### src/rtl/fifo_stream_reader.sv
// ---------------------------------------------------------------------------
// fifo_stream_reader
//
// Read-side master for a synchronous FIFO with a one-cycle registered read
// latency. It issues rd_en only when the FIFO is non-empty and there is room
// downstream for the word that will come back. Returned words are presented
// in order on a valid/ready stream through a two-entry output buffer: a head
// register that drives the stream, and a skid register behind it.
//
// Ports
//   clk             single clock, all logic on posedge
//   rst             synchronous, active-high reset
//   enable          1 = keep fetching from the FIFO, 0 = stop fetching and drain
//   clr_err         synchronous pulse that clears underflow_err
//   fifo_rd_en      read strobe to the FIFO
//   fifo_data_out   FIFO read data, valid the cycle after an accepted read
//   fifo_empty      FIFO empty flag
//   fifo_underflow  FIFO underflow flag
//   m_valid         output word valid
//   m_ready         consumer ready
//   m_data          output word
//   busy            not idle, or holding buffered or in-flight data
//   rd_count        beats delivered on the stream, wraps modulo 2^CNT_W
//   underflow_err   sticky record that fifo_underflow was seen high
// ---------------------------------------------------------------------------
module fifo_stream_reader #(
  parameter int FIFO_WIDTH = 16,
  parameter int CNT_W      = 16
) (
  input  logic                  clk,
  input  logic                  rst,
  input  logic                  enable,
  input  logic                  clr_err,
  output logic                  fifo_rd_en,
  input  logic [FIFO_WIDTH-1:0] fifo_data_out,
  input  logic                  fifo_empty,
  input  logic                  fifo_underflow,
  output logic                  m_valid,
  input  logic                  m_ready,
  output logic [FIFO_WIDTH-1:0] m_data,
  output logic                  busy,
  output logic [CNT_W-1:0]      rd_count,
  output logic                  underflow_err
);

  typedef enum logic [1:0] {
    IDLE  = 2'd0,
    RUN   = 2'd1,
    DRAIN = 2'd2
  } state_t;

  state_t state;
  state_t state_nxt;

  // Buffer bookkeeping: occ counts valid entries (0..2), inflight marks a
  // read issued last cycle whose data arrives on fifo_data_out this cycle.
  logic [1:0]            occ;
  logic                  inflight;
  logic [FIFO_WIDTH-1:0] head_q;
  logic [FIFO_WIDTH-1:0] skid_q;

  logic                  pop;
  logic                  capture;
  logic [2:0]            level;
  logic [2:0]            limit;

  // The head entry drives the stream directly, so m_data cannot change
  // while a beat is stalled: the head is only rewritten on a pop or when
  // the buffer is empty.
  assign m_valid = (occ != 2'd0);
  assign m_data  = head_q;
  assign pop     = m_valid && m_ready;
  assign capture = inflight;

  // Space check: entries held plus the word already in flight, minus the
  // entry leaving this cycle, must stay below two so the word requested
  // now always has a slot when it lands. Written as level < 2 + pop to
  // keep the arithmetic unsigned.
  assign level = {1'b0, occ} + {2'b00, inflight};
  assign limit = 3'd2 + {2'b00, pop};

  // The FIFO updates its count on the same edge as the read, so empty is
  // used as-is with no extra guard cycle.
  assign fifo_rd_en = (state == RUN) && !fifo_empty && (level < limit);

  assign busy = (state != IDLE) || (occ != 2'd0) || inflight;

  // State register.
  always_ff @(posedge clk) begin
    if (rst) begin
      state <= IDLE;
    end else begin
      state <= state_nxt;
    end
  end

  // Next-state logic. Re-enabling during DRAIN takes priority over the
  // return to IDLE; DRAIN only finishes once nothing is buffered or in
  // flight, so dropping enable never strands a word.
  always_comb begin
    state_nxt = state;
    case (state)
      IDLE: begin
        if (enable) begin
          state_nxt = RUN;
        end
      end
      RUN: begin
        if (!enable) begin
          state_nxt = DRAIN;
        end
      end
      DRAIN: begin
        if (enable) begin
          state_nxt = RUN;
        end else if ((occ == 2'd0) && !inflight) begin
          state_nxt = IDLE;
        end
      end
      default: begin
        state_nxt = IDLE;
      end
    endcase
  end

  // Output buffer. Reset drops both the held entries and any word still
  // in flight, so nothing read before reset can surface afterwards.
  // A capture with no pop lands in the first free entry; a pop with no
  // capture shifts the skid into the head; both together keep occ fixed
  // and advance the head. Capture into a full buffer cannot occur because
  // of the space check on fifo_rd_en.
  always_ff @(posedge clk) begin
    if (rst) begin
      occ      <= 2'd0;
      inflight <= 1'b0;
      head_q   <= '0;
      skid_q   <= '0;
    end else begin
      inflight <= fifo_rd_en;
      case ({capture, pop})
        2'b10: begin
          if (occ == 2'd0) begin
            head_q <= fifo_data_out;
            occ    <= 2'd1;
          end else if (occ == 2'd1) begin
            skid_q <= fifo_data_out;
            occ    <= 2'd2;
          end
        end
        2'b01: begin
          if (occ == 2'd2) begin
            head_q <= skid_q;
          end
          occ <= occ - 2'd1;
        end
        2'b11: begin
          if (occ == 2'd1) begin
            head_q <= fifo_data_out;
          end else begin
            head_q <= skid_q;
            skid_q <= fifo_data_out;
          end
        end
        default: begin
        end
      endcase
    end
  end

  // Delivered-beat counter, wraps naturally at its width.
  always_ff @(posedge clk) begin
    if (rst) begin
      rd_count <= '0;
    end else if (pop) begin
      rd_count <= rd_count + 1'b1;
    end
  end

  // Sticky underflow flag. A new underflow in the same cycle as clr_err
  // keeps the flag set so the event is not lost.
  always_ff @(posedge clk) begin
    if (rst) begin
      underflow_err <= 1'b0;
    end else if (fifo_underflow) begin
      underflow_err <= 1'b1;
    end else if (clr_err) begin
      underflow_err <= 1'b0;
    end
  end

endmodule

### config.mk
export PLATFORM = sky130hd
export DESIGN_NAME = fifo_stream_reader
export DESIGN_NICKNAME = d
export VERILOG_FILES = /design/src/rtl/fifo_stream_reader.sv
export SDC_FILE = /design/constraint.sdc
export NUM_CORES = 1
export LEC_CHECK = 0
export ABC_AREA = 0
export BUFFER_PORTS_ARGS = -buffer_cell sky130_fd_sc_hd__buf_4
export CAP_MARGIN = 20
export CELL_PAD_IN_SITES_DETAIL_PLACEMENT = 1
export CELL_PAD_IN_SITES_GLOBAL_PLACEMENT = 2
export CORE_ASPECT_RATIO = 0.6
export CORE_UTILIZATION = 31
export DETAILED_ROUTE_END_ITERATION = 8
export PLACE_DENSITY_LB_ADDON = 0.1
export SLEW_MARGIN = 10
export SYNTH_ARGS = -nofsm -noshare
export SYNTH_HDL_FRONTEND = slang
export SYNTH_SLANG_ARGS = --single-unit
### constraint.sdc
create_clock -name clk -period 2.6 [get_ports clk]
set_input_delay 0.52 -clock clk [delete_from_list [all_inputs] [get_ports clk]]
set_output_delay 0.52 -clock clk [all_outputs]
set_load 0.01 [all_outputs]
Word-level counts from Yosys, hierarchy flattened

Cells that the tools add are included.

Bits in registers: 54
Input bits: 23

Add/sub/neg operators: 4
Order comparisons: 1
Equal/unequal tests: 15
Multiplexer cells: 17
Reduce and logical (&&, ||, !) cells: 20

Operators by type and width:

| cell                    | number |
|---|---|
| $mux W16                | 5 |
| $pmux W16 S3            | 1 |
| $pmux W16 S2            | 1 |
| $add A16 B1 Y16 const B | 1 |
| $mux W2                 | 6 |
| $ne A2 B2 Y1 const B    | 6 |
| $reduce_bool A2 Y1      | 5 |
| $reduce_and A3 Y1       | 3 |
| $eq A2 B2 Y1 const B    | 4 |
| $eq A2 B1 Y1 const B    | 3 |
| $ne A3 B3 Y1 const B    | 2 |
| $pmux W2 S3             | 1 |
| $logic_and A1 B1 Y1     | 4 |
| $logic_not A2 Y1        | 2 |
| $pmux W2 S2             | 1 |
| $add A2 B1 Y3           | 1 |
| $add A2 B1 Y3 const A   | 1 |
| $lt A3 B3 Y1            | 1 |
| $reduce_bool A3 Y1      | 1 |
| $logic_not A1 Y1        | 2 |
| $logic_or A1 B1 Y1      | 2 |
| $mux W1                 | 2 |
| $reduce_and A2 Y1       | 1 |
| $sub A2 B1 Y2 const B   | 1 |

Depth between registers and ports, before layout

Gate-level depths: netlist (run 1).

Depth in word-level cells: 5
Mapped depth: 8

Least setup slack after synthesis (run 1)

Ideal clock, no wire load.

Path kind: register to output
From: register occ[0]
To: output port fifo_rd_en
Arrival: 1.534 ns
Slack: 0.546 ns
Cell stages (with the launch flop): 6
Path buffers: 0
Path through: dfxtp_1 inv_1 ha_1 nand2b_1 o21ai_0 nor4b_1

Word-level cells in the longest chain between the ends: 5
Elaborated cells between the ends (all ways): 6
Those cells by class: 2 x add/sub; 1 x order compare; 3 x reduce/logical

Ends and longest elaborated chain:

| element                | RTL line | RTL |
|---|---|---|
| from (decl)            | 57       | `logic [1:0] occ;` |
| from (signal assigned) | 154      | `occ <= occ - 2'd1;` |
| $reduce_bool A2 Y1     | 70       | `assign m_valid = (occ != 2'd0);` |
| $logic_and A1 B1 Y1    | 72       | `assign pop = m_valid && m_ready;` |
| $add A2 B1 Y3          | 80       | `assign limit = 3'd2 + {2'b00, pop};` |
| $lt A3 B3 Y1 *         | 84       | `assign fifo_rd_en = (state == RUN) && !fifo_empty && (level < limit);` |
| $logic_and A1 B1 Y1 *  | 84       |  |
| to (decl)              | 34       | `output logic fifo_rd_en,` |

Every way passes the cells marked *; elsewhere a longest branch is shown, timed or not.

Worst setup path in the final report (run 1)

From: register occ[1]
To: output port fifo_rd_en

Same word-level chain as after synthesis.

==> impl_metrics.toml, run 1 <==
[outcome]
status = "completed"

[yosys]
yosys.area.top_type = "dfxtp_1"
yosysWarnings = 0
synth-seq-cells = 54
synth_fp_nets = 317
synthCells = 286
synthTopCellsByArea = "dfxtp_1 (44%), mux2i_1 (6.5%), a21oi_1 (5.7%)"
syn_area_um2 = 2466
synth.avg_cell_area_um2 = 8.623
ys_seq_area_share_pct = 43.84
yosysTopAreaCellShare_pct = 43.84
synth_cell_types = 34

[global_routing]
met1_usage_pct = 26.68
grt.total_usage_pct = 18.22
grt.met2_usage_pct = 25.36
grt_pass1_vias = 2149
use_met3_pct = 4.884
grt_pass1_wl_um = 11270
grt_start_max_net_pins = 55
globalRouteOverflowTotal = 0
busiest_layer = "met1"
grt_antenna_before_repair = 0

[routing]
wl_per_cell_um = 15.51
vias = 2198
drtIter0Drc = 70
remaining_drc_errors = 0
wl_um = 6917
via_per_inst = 4.928
dr.pass1.iters = 4
ant_nets = 0

[timing]
slew_viol_final = 0
worst_slew_pin_slew_ns = 0.6027
rsz0062_at_grt = "no"
clock.fmax_mhz = 426.2
finalCritPeriodShare_pct = 90.25
min_period_ns = 2.347
setup_violations = 0
tns_ns = 0
maxSlewHeadroom_pct = 59.82
finalHoldViolations = 0
finClkSkew_ns = 0.004748

[critical_path]
end_kind = "output pin"
crit_slowest_cell = "dfxtp_1"
path_max_fanout = 5
cp_data_arrival_time_ns = 1.83
cp_data_required_time_ns = 2.08
cp_num_buf_inv = 2
crit_chain = "inv_1 > ha_1 > nand2b_1 > o21ai_0 > nor4b_2 > buf_4"
startpoint_type = "flop"
slowest_delay_ns = 0.42
crit_type = "reg2out"
cp_top_family = "simple AND/OR/NAND/NOR gates"

[final_layout]
fin_util_pct = 42.49
area_growth_pct = 28.82
layout_common_cells = "buf_4 (66), dfxtp_1 (53), nor2_1 (32), nand2_1 (31), a21oi_1 (27)"
final_common_cell = "buf_4"
drive_above_1_share_pct = 23.39
final_nets = 372
num_antenna_cells = 0

[die]
fp-row-count = 24
die_area_um2 = 8328
core-area_um2 = 7477
die_y_um = 71.09
io_pins = 59
start_util_pct = 32.98
die_w_um = 117.1

[clocking]
hold_buffers = 0
clk_pin_slew_worst_paths_ns = 0.07
clkSinkCount = 54
clock_latency_ns = 0.30
clockRootBuffer = "clkbuf_16"
cts-buffers-inserted = 5
cts_buffer_depth = 2
h-tree-depth = 2
cts_tree = "yes"

[min_path]
hold_path.class = "in2reg"

[placement]
dp_hpwl_um = 4756
portBuffers = 58
place_congestion = 0.7134

[power]
power_density_nw_per_um2 = 634.3
peakVddDrop_uv = 279.9
p_leak_uw = 0.001233

[flow_run]
maxCapViolCount = 0
[synthesized netlist by cell type]
cell type  number
nand2_1        31
dfxtp_1        54
a31oi_1         1
nand3_1        18
nor2_1         32
a311oi_1       16
nand3b_1        2
nand4b_1        1
and4b_1         1
clkbuf_1       12
or3_1           5
and2_1          1
xnor2_1         7
or4_1           3
a21oi_1        28
nand4_2         1
xor2_1          4
nor4b_1         1
nor3_1          3
inv_1           9
ha_1            8
o21bai_2        1
buf_4           1
buf_2           5
nand2b_1        7
or2_2           1
and4_1          1
nand4_1         2
o31ai_1         3
nor2b_1         3
a211oi_1        3
nor4_1          2
o21ai_0         3
mux2i_1        16
[registers in the layout, summed over array words and instances, names as in the netlist]
signal and count:
rd_count 16, occ 2, skid_q 16, capture 1, state 2, m_data 16
underflow_err 1
[power by group]
group / switching [µW] / internal, µW
clock network: 308 / 382
registers: 34.5 / 876
logic: 231 / 184
total: 573 / 1440
[per-layer routing]
metal | wire (µm) | share of wire, %
met2 | 2864 | 41
met1 | 3662 | 53
met4 | 95 | 1.4
met3 | 295 | 4.3
met5 | 0 | 0
[path summary, 6_finish.rpt]
path	startpoint	to	slack [ns]	cells past startpoint
min	enable	state[1]	0.39	2
max reg2reg	occ[1]	rd_count[13]	0.41	7
min reg2reg	state[1]	state[0]	0.48	1
max	occ[1]	fifo_rd_en	0.25	6
[area by class of cell]
class,instances,area (µm²)
fillers,868,4300
multi-input cells,205,1284
flip-flops and latches,54,1082
repair buffers,66,495.5
clock buffers,6,138.9
well taps,104,130.1
inverters,9,33.78
clock inverters,2,12.51
[timing repair]
item	CTS	global route
gates resized for setup	0	2
setup endpoints to repair	0	1
setup buffers	0	0
[cell families (layout without fill, tap and decap cells)]
| group | after synthesis | count (layout) | synth area share, % |
|---|---|---|---|
| and+or+nand+nor | 115 | 115 | 22.68 |
| AOI/OAI and AO/OA | 55 | 55 | 14.51 |
| DFF | 54 | 54 | 43.84 |
| buffers and inverters | 27 | 83 | 4.515 |
| muxes | 16 | 16 | 6.494 |
| xor gates and xnor gates | 11 | 11 | 3.907 |
| adders and majority gates | 8 | 8 | 4.059 |
[stage by stage]
step           setup slack, ns  hold WS, ns  std cells  instance area (µm²)  total power, µW
6_report                0.2534       0.3924        446                 3177             2015
5_1_grt                0.03523       0.3780        446                 3177             2142
4_1_cts                0.05272       0.3851        446                 3169             2049
3_5_place_dp            0.4031       0.4716        438                 3018             1349
3_3_place_gp            0.4893       0.4634        438                 3018             1345
2_1_floorplan           0.5461       0.4410        286                 2466             1157
Note: power is estimated with default switching activity, not from simulation.
==> run 2: changes to the inputs <==
--- a/config.mk
+++ b/config.mk
@@ -5,13 +5,13 @@
 export SDC_FILE = /design/constraint.sdc
 export NUM_CORES = 1
 export LEC_CHECK = 0
-export ABC_AREA = 0
+export ABC_AREA = 1
 export BUFFER_PORTS_ARGS = -buffer_cell sky130_fd_sc_hd__buf_4
 export CAP_MARGIN = 20
 export CELL_PAD_IN_SITES_DETAIL_PLACEMENT = 1
 export CELL_PAD_IN_SITES_GLOBAL_PLACEMENT = 2
 export CORE_ASPECT_RATIO = 0.6
-export CORE_UTILIZATION = 31
+export CORE_UTILIZATION = 29
 export DETAILED_ROUTE_END_ITERATION = 8
 export PLACE_DENSITY_LB_ADDON = 0.1
 export SLEW_MARGIN = 10
==> run 2 against run 1 <==
Clock skew grew 0.0017 ns. Clock power is 7.0% higher. Synthesized cell count up 69%. Die area grew 34%. Sequential share of layout area fell by 5.7 points. Routed wire length rose by 46%. Combinational power down 26%. Flip-flop and latch count stayed put. Non-clock buffer count unchanged.
==> impl_metrics.toml, run 2 <==
[clocking]
cts-buffers-inserted = 5
clockRootBuffer = "clkbuf_16"
clock_latency_ns = 0.31
clkSinkCount = 54
cts_setup_buffers = 0
hold_buffers = 0
h-tree-depth = 2
clk_pin_slew_worst_paths_ns = 0.08
cts_resized = 0
cts_tree = "yes"
cts_buffer_depth = 2

[critical_path]
cp_data_required_time_ns = 2.08
cp_data_arrival_time_ns = 1.82
startpoint_type = "flop"
crit_type = "reg2out"
rrSetupSlack_ns = 0.33
rr_worst_depth = 9
end_kind = "output pin"
r2r_start = "occ[0]"
path_max_fanout = 8
rr_endpoint = "m_data[9]"

[final_layout]
num_antenna_cells = 0
fin_util_pct = 37.64
num-fill-cells = 1330
final_nets = 567
drive_above_1_share_pct = 16.95
fin_area_um2 = 3811
area_growth_pct = 22.67
layout_common_cells = "nand2_1 (139), inv_1 (72), buf_4 (66), nor2_1 (60), dfxtp_1 (54)"
final_common_cell = "nand2_1"

[timing]
finalCritPeriodShare_pct = 90.15
worst_slew_pin_slew_ns = 0.5363
fin_worst_hold_slack_ns = 0.3832
maxSlewHeadroom_pct = 64.25
setup_ws_ns = 0.2561
rsz0062_at_grt = "no"
finalHoldViolations = 0
setup_violations = 0
slew_viol_final = 0
finClkSkew_ns = 0.006404
min_period_ns = 2.344
tns_ns = 0
clock.fmax_mhz = 426.6

[die]
io_pins = 59
die_area_um2 = 11140
start_util_pct = 30.68
die_y_um = 82.18
fp-row-count = 28
core-area_um2 = 10120
die_w_um = 135.6

[routing]
drtIter0Drc = 210
ant_nets = 0
wl_um = 10090
remaining_drc_errors = 0
vias = 3129
wl_per_cell_um = 15.01
dr.pass1.iters = 4
via_per_inst = 4.656

[placement]
placed_area_um2 = 3654
dp_hpwl_um = 7533
place_congestion = 0.7888
detailedPlace.worstSlack_ns = 0.3856
portBuffers = 58

[outcome]
status = "completed"

[yosys]
synthTopCellsByCount = "nand2_1 (139), inv_1 (72), nor2_1 (60)"
syn_area_um2 = 3107
synthTopCellsByArea = "dfxtp_1 (35%), nand2_1 (17%), inv_1 (8.7%)"
synth-seq-cells = 54
synthCells = 484
ys.flop_type = "dfxtp_1"
yosysMostFrequentCell = "nand2_1"
synth_fp_nets = 515
synthArstFlopShare_pct = 0
ys_seq_area_share_pct = 34.80
yosysTopAreaCellShare_pct = 34.80
yosys.area.top_type = "dfxtp_1"
synth_edf_count = 0
synth.avg_cell_area_um2 = 6.419
yosysWarnings = 0
synth_cell_types = 27

[min_path]
holdPathStages = 2
hold_path.class = "in2reg"
hold_start = "enable"
min_to = "state[1]"

[global_routing]
grt_pass1_wl_um = 15970
grt.total_usage_pct = 19.09
grt_pass1_vias = 2914
grt_start_max_net_pins = 33
grt_antenna_before_repair = 0
globalRouteOverflowTotal = 0

[flow_run]
maxCapViolCount = 0

[power]
p_leak_uw = 0.001728
peakVddDrop_uv = 286.4
power_density_nw_per_um2 = 503.2
## run 2: cell count changes after synthesis, moves of 18 or more
cell      change
nor2_1       +28
a21oi_1      -18
o211ai_1     +33
nand2_1     +108
o21ai_0      +22
inv_1        +63
## run 2: logic make-up after synthesis
kind of cell	synth area share, %
xor gates and xnor gates	0.2820
DFF	34.80
adders and majority gates	3.222
and+or+nand+nor	33.31
buffers and inverters	13.29
AOI/OAI and AO/OA	15.10
## run 2: final cells by class
class,count,area [µm²],share of cell area [%]
Clock buffer,6,138.9,3.644
Clock inverter,2,16.27,0.4268
Inverter,78,295.3,7.748
Multi-Input combinational cell,331,1615,42.38
Sequential cell,54,1081,28.37
Tap cell,135,168.9,4.432
Timing Repair Buffer,66,495.5,13.00
## run 2: through the flow
stage | total power [µW] | std cells
detailed placement | 1200 | 664
global placement | 1194 | 664
finish | 1918 | 672
global route | 2016 | 672
CTS | 1942 | 672
floorplan | 1071 | 484
## run 2: power by group
| part | internal, µW | switching, µW |
|---|---|---|
| registers | 855 | 19.7 |
| logic | 122 | 184 |
| clock network | 389 | 349 |
| total | 1370 | 552 |
## run 2: worst max path at each step
stage | startpoint | endpoint | slack (ns) | cells past startpoint
2_1_floorplan | occ[0] | fifo_rd_en | 0.75 | 7
4_1_cts | occ[0] | fifo_rd_en | 0.17 | 8
5_1_grt | occ[0] | fifo_rd_en | 0.07 | 8
3_5_place_dp | occ[0] | m_data[9] | 0.39 | 9
6_report | occ[0] | fifo_rd_en | 0.26 | 8
3_3_place_gp | occ[0] | m_data[3] | 0.48 | 9
## run 2: layer usage
metal	track usage (%)	wire length, µm
met5	0	0
met4	4.719	96
met3	3.846	607
met2	24.34	3649
met1	30.78	5735
## run 2: worst max-delay path, stage by stage (launching register included)
cell	delay, ns
dfxtp_1	0.42
inv_1	0.12
ha_2	0.26
nor2_8	0.20
inv_4	0.09
o21ai_0	0.14
inv_1	0.07
nor2_1	0.09
buf_4	0.12
==> run 3: changes to the inputs <==
--- a/config.mk
+++ b/config.mk
@@ -11,7 +11,8 @@
 export CELL_PAD_IN_SITES_DETAIL_PLACEMENT = 1
 export CELL_PAD_IN_SITES_GLOBAL_PLACEMENT = 2
 export CORE_ASPECT_RATIO = 0.6
-export CORE_UTILIZATION = 29
+export CORE_UTILIZATION = 32
+export CTS_CLUSTER_DIAMETER = 30
 export DETAILED_ROUTE_END_ITERATION = 8
 export PLACE_DENSITY_LB_ADDON = 0.1
 export SLEW_MARGIN = 10
==> constraint.sdc (replaced) <==
create_clock -name clk -period 2.7 [get_ports clk]
set_input_delay 0.54 -clock clk [delete_from_list [all_inputs] [get_ports clk]]
set_output_delay 0.54 -clock clk [all_outputs]
set_load 0.01 [all_outputs]
==> run 3 against run 2 <==
Routed wire length shrank 1.8%. Register-to-register slack gained 0.10 ns. Non-clock buffer count shrank 2. Combinational power shrank 6%. First-iteration DRC count shrank 42%. Flip-flop and latch count is the same. Clock skew grew 0.0031 ns. Hold slack gained 0.023 ns. Sequential power shrank 3.8%. Setup slack lost 0.024 ns. Final area shrank 0.95%. Sequential share of layout area grew 0.27 points. Critical path type unchanged.
==> impl_metrics.toml, run 3 (synthesis gave the netlist of run 2 again) <==
[outcome]
status = "completed"

[min_path]
min_to = "state[1]"
hold_start = "enable"
holdPathStages = 2
hold_path.class = "in2reg"

[clocking]
cts_setup_buffers = 0
cts_resized = 0
clock_latency_ns = 0.30
clockRootBuffer = "clkbuf_16"
clk_pin_slew_worst_paths_ns = 0.07
h-tree-depth = 2
clkSinkCount = 54
hold_buffers = 0
cts_buffer_depth = 2
cts-buffers-inserted = 5
cts_tree = "yes"

[global_routing]
grt_antenna_before_repair = 0
globalRouteOverflowTotal = 0
grt_start_max_net_pins = 33
grt_pass1_wl_um = 16480
grt_pass1_vias = 3118
grt.total_usage_pct = 21.42

[die]
io_pins = 59
die_y_um = 78.32
die_area_um2 = 10120
start_util_pct = 33.44
core-area_um2 = 9290
fp-row-count = 27
die_w_um = 129.2

[critical_path]
end_kind = "output pin"
cp_num_buf_inv = 4
cp_data_arrival_time_ns = 1.93
slowest_delay_ns = 0.43
crit_top_cell = "inv_1"
rr_worst_depth = 10
rrSetupSlack_ns = 0.43
path_max_fanout = 8
crit_slowest_cell = "dfxtp_1"
crit_type = "reg2out"
startpoint_type = "flop"
cp_top_family = "flip-flops"
cp_data_required_time_ns = 2.16
rr_endpoint = "m_data[11]"
crit_chain = "inv_1 > ha_1 > nor2_8 > inv_4 > o21ai_0 > inv_1 > nor2_1 > buf_4"
r2r_start = "occ[0]"

[placement]
portBuffers = 58
dp_hpwl_um = 7398
detailedPlace.worstSlack_ns = 0.4788
place_congestion = 0.7951

[routing]
wl_per_cell_um = 14.89
dr.pass1.iters = 4
ant_nets = 0
remaining_drc_errors = 0
wl_um = 9905
drtIter0Drc = 121
via_per_inst = 4.744
vias = 3155

[timing]
finalCritPeriodShare_pct = 91.42
worst_slew_pin_slew_ns = 0.9287
min_period_ns = 2.468
slew_viol_final = 0
finClkSkew_ns = 0.009478
fin_worst_hold_slack_ns = 0.4059
tns_ns = 0
rsz0062_at_grt = "no"
setup_violations = 0
setup_ws_ns = 0.2317
maxSlewHeadroom_pct = 38.09
clock.fmax_mhz = 405.1
finalHoldViolations = 0

[final_layout]
layout_common_cells = "nand2_1 (139), inv_1 (72), buf_4 (64), nor2_1 (60), dfxtp_1 (54)"
num_antenna_cells = 0
multiInputGateArea_um2 = 1613
drive_above_1_share_pct = 16.26
num-fill-cells = 1230
final_nets = 565
final_common_cell = "nand2_1"
seqCellArea_um2 = 1081
area_growth_pct = 21.51

[power]
power_density_nw_per_um2 = 477.1
p_leak_uw = 0.001715
peakVddDrop_uv = 265.0
totalPowerFinal_uw = 1801

[flow_run]
maxCapViolCount = 0
run 3: final cells by class:
cell class | instances | area share [%]
multi-input cells | 331 | 42.72
well taps | 130 | 4.309
inverters | 78 | 7.822
clock buffers | 6 | 3.414
repair buffers | 64 | 12.73
flip-flops and latches | 54 | 28.64
clock inverters | 2 | 0.3646
run 3: how the worst max path moves through the flow:
| stage | end | depth (start not counted) | startpoint | slack (ns) |
|---|---|---|---|---|
| after floorplan | fifo_rd_en | 7 | occ[0] | 0.83 |
| after global placement | m_data[4] | 9 | occ[1] | 0.60 |
| after detailed placement | m_data[1] | 10 | occ[0] | 0.48 |
| after CTS | fifo_rd_en | 8 | occ[0] | 0.21 |
| after global routing | fifo_rd_en | 8 | occ[0] | 0.04 |
| final | fifo_rd_en | 8 | occ[0] | 0.23 |
run 3: power by group:
part	internal, µW	leakage (µW)	switching [µW]	total, µW
logic	116	0.00121	174	289
registers	823	0.000438	19.0	842
clock network	346	0.0000708	323	669
run 3: per-layer routing:
layer  vias up  track usage, %  part of all wire (%)  routed length [µm]
li1       1631               -                     -                   -
met1      1471           33.17                    57                5634
met2        46           29.41                    38                3716
met3         7           4.226                   4.7                 463
met4         0           5.294                  0.92                  91
met5         -               0                     0                   0
run 3: per-stage QoR:
stage	instance area (µm²)	utilization [%]	cells
2_1_floorplan	3107	-	484
3_3_place_gp	3632	39.10	657
3_5_place_dp	3632	39.10	657
4_1_cts	3775	40.63	665
5_1_grt	3775	40.63	665
6_report	3775	40.63	665
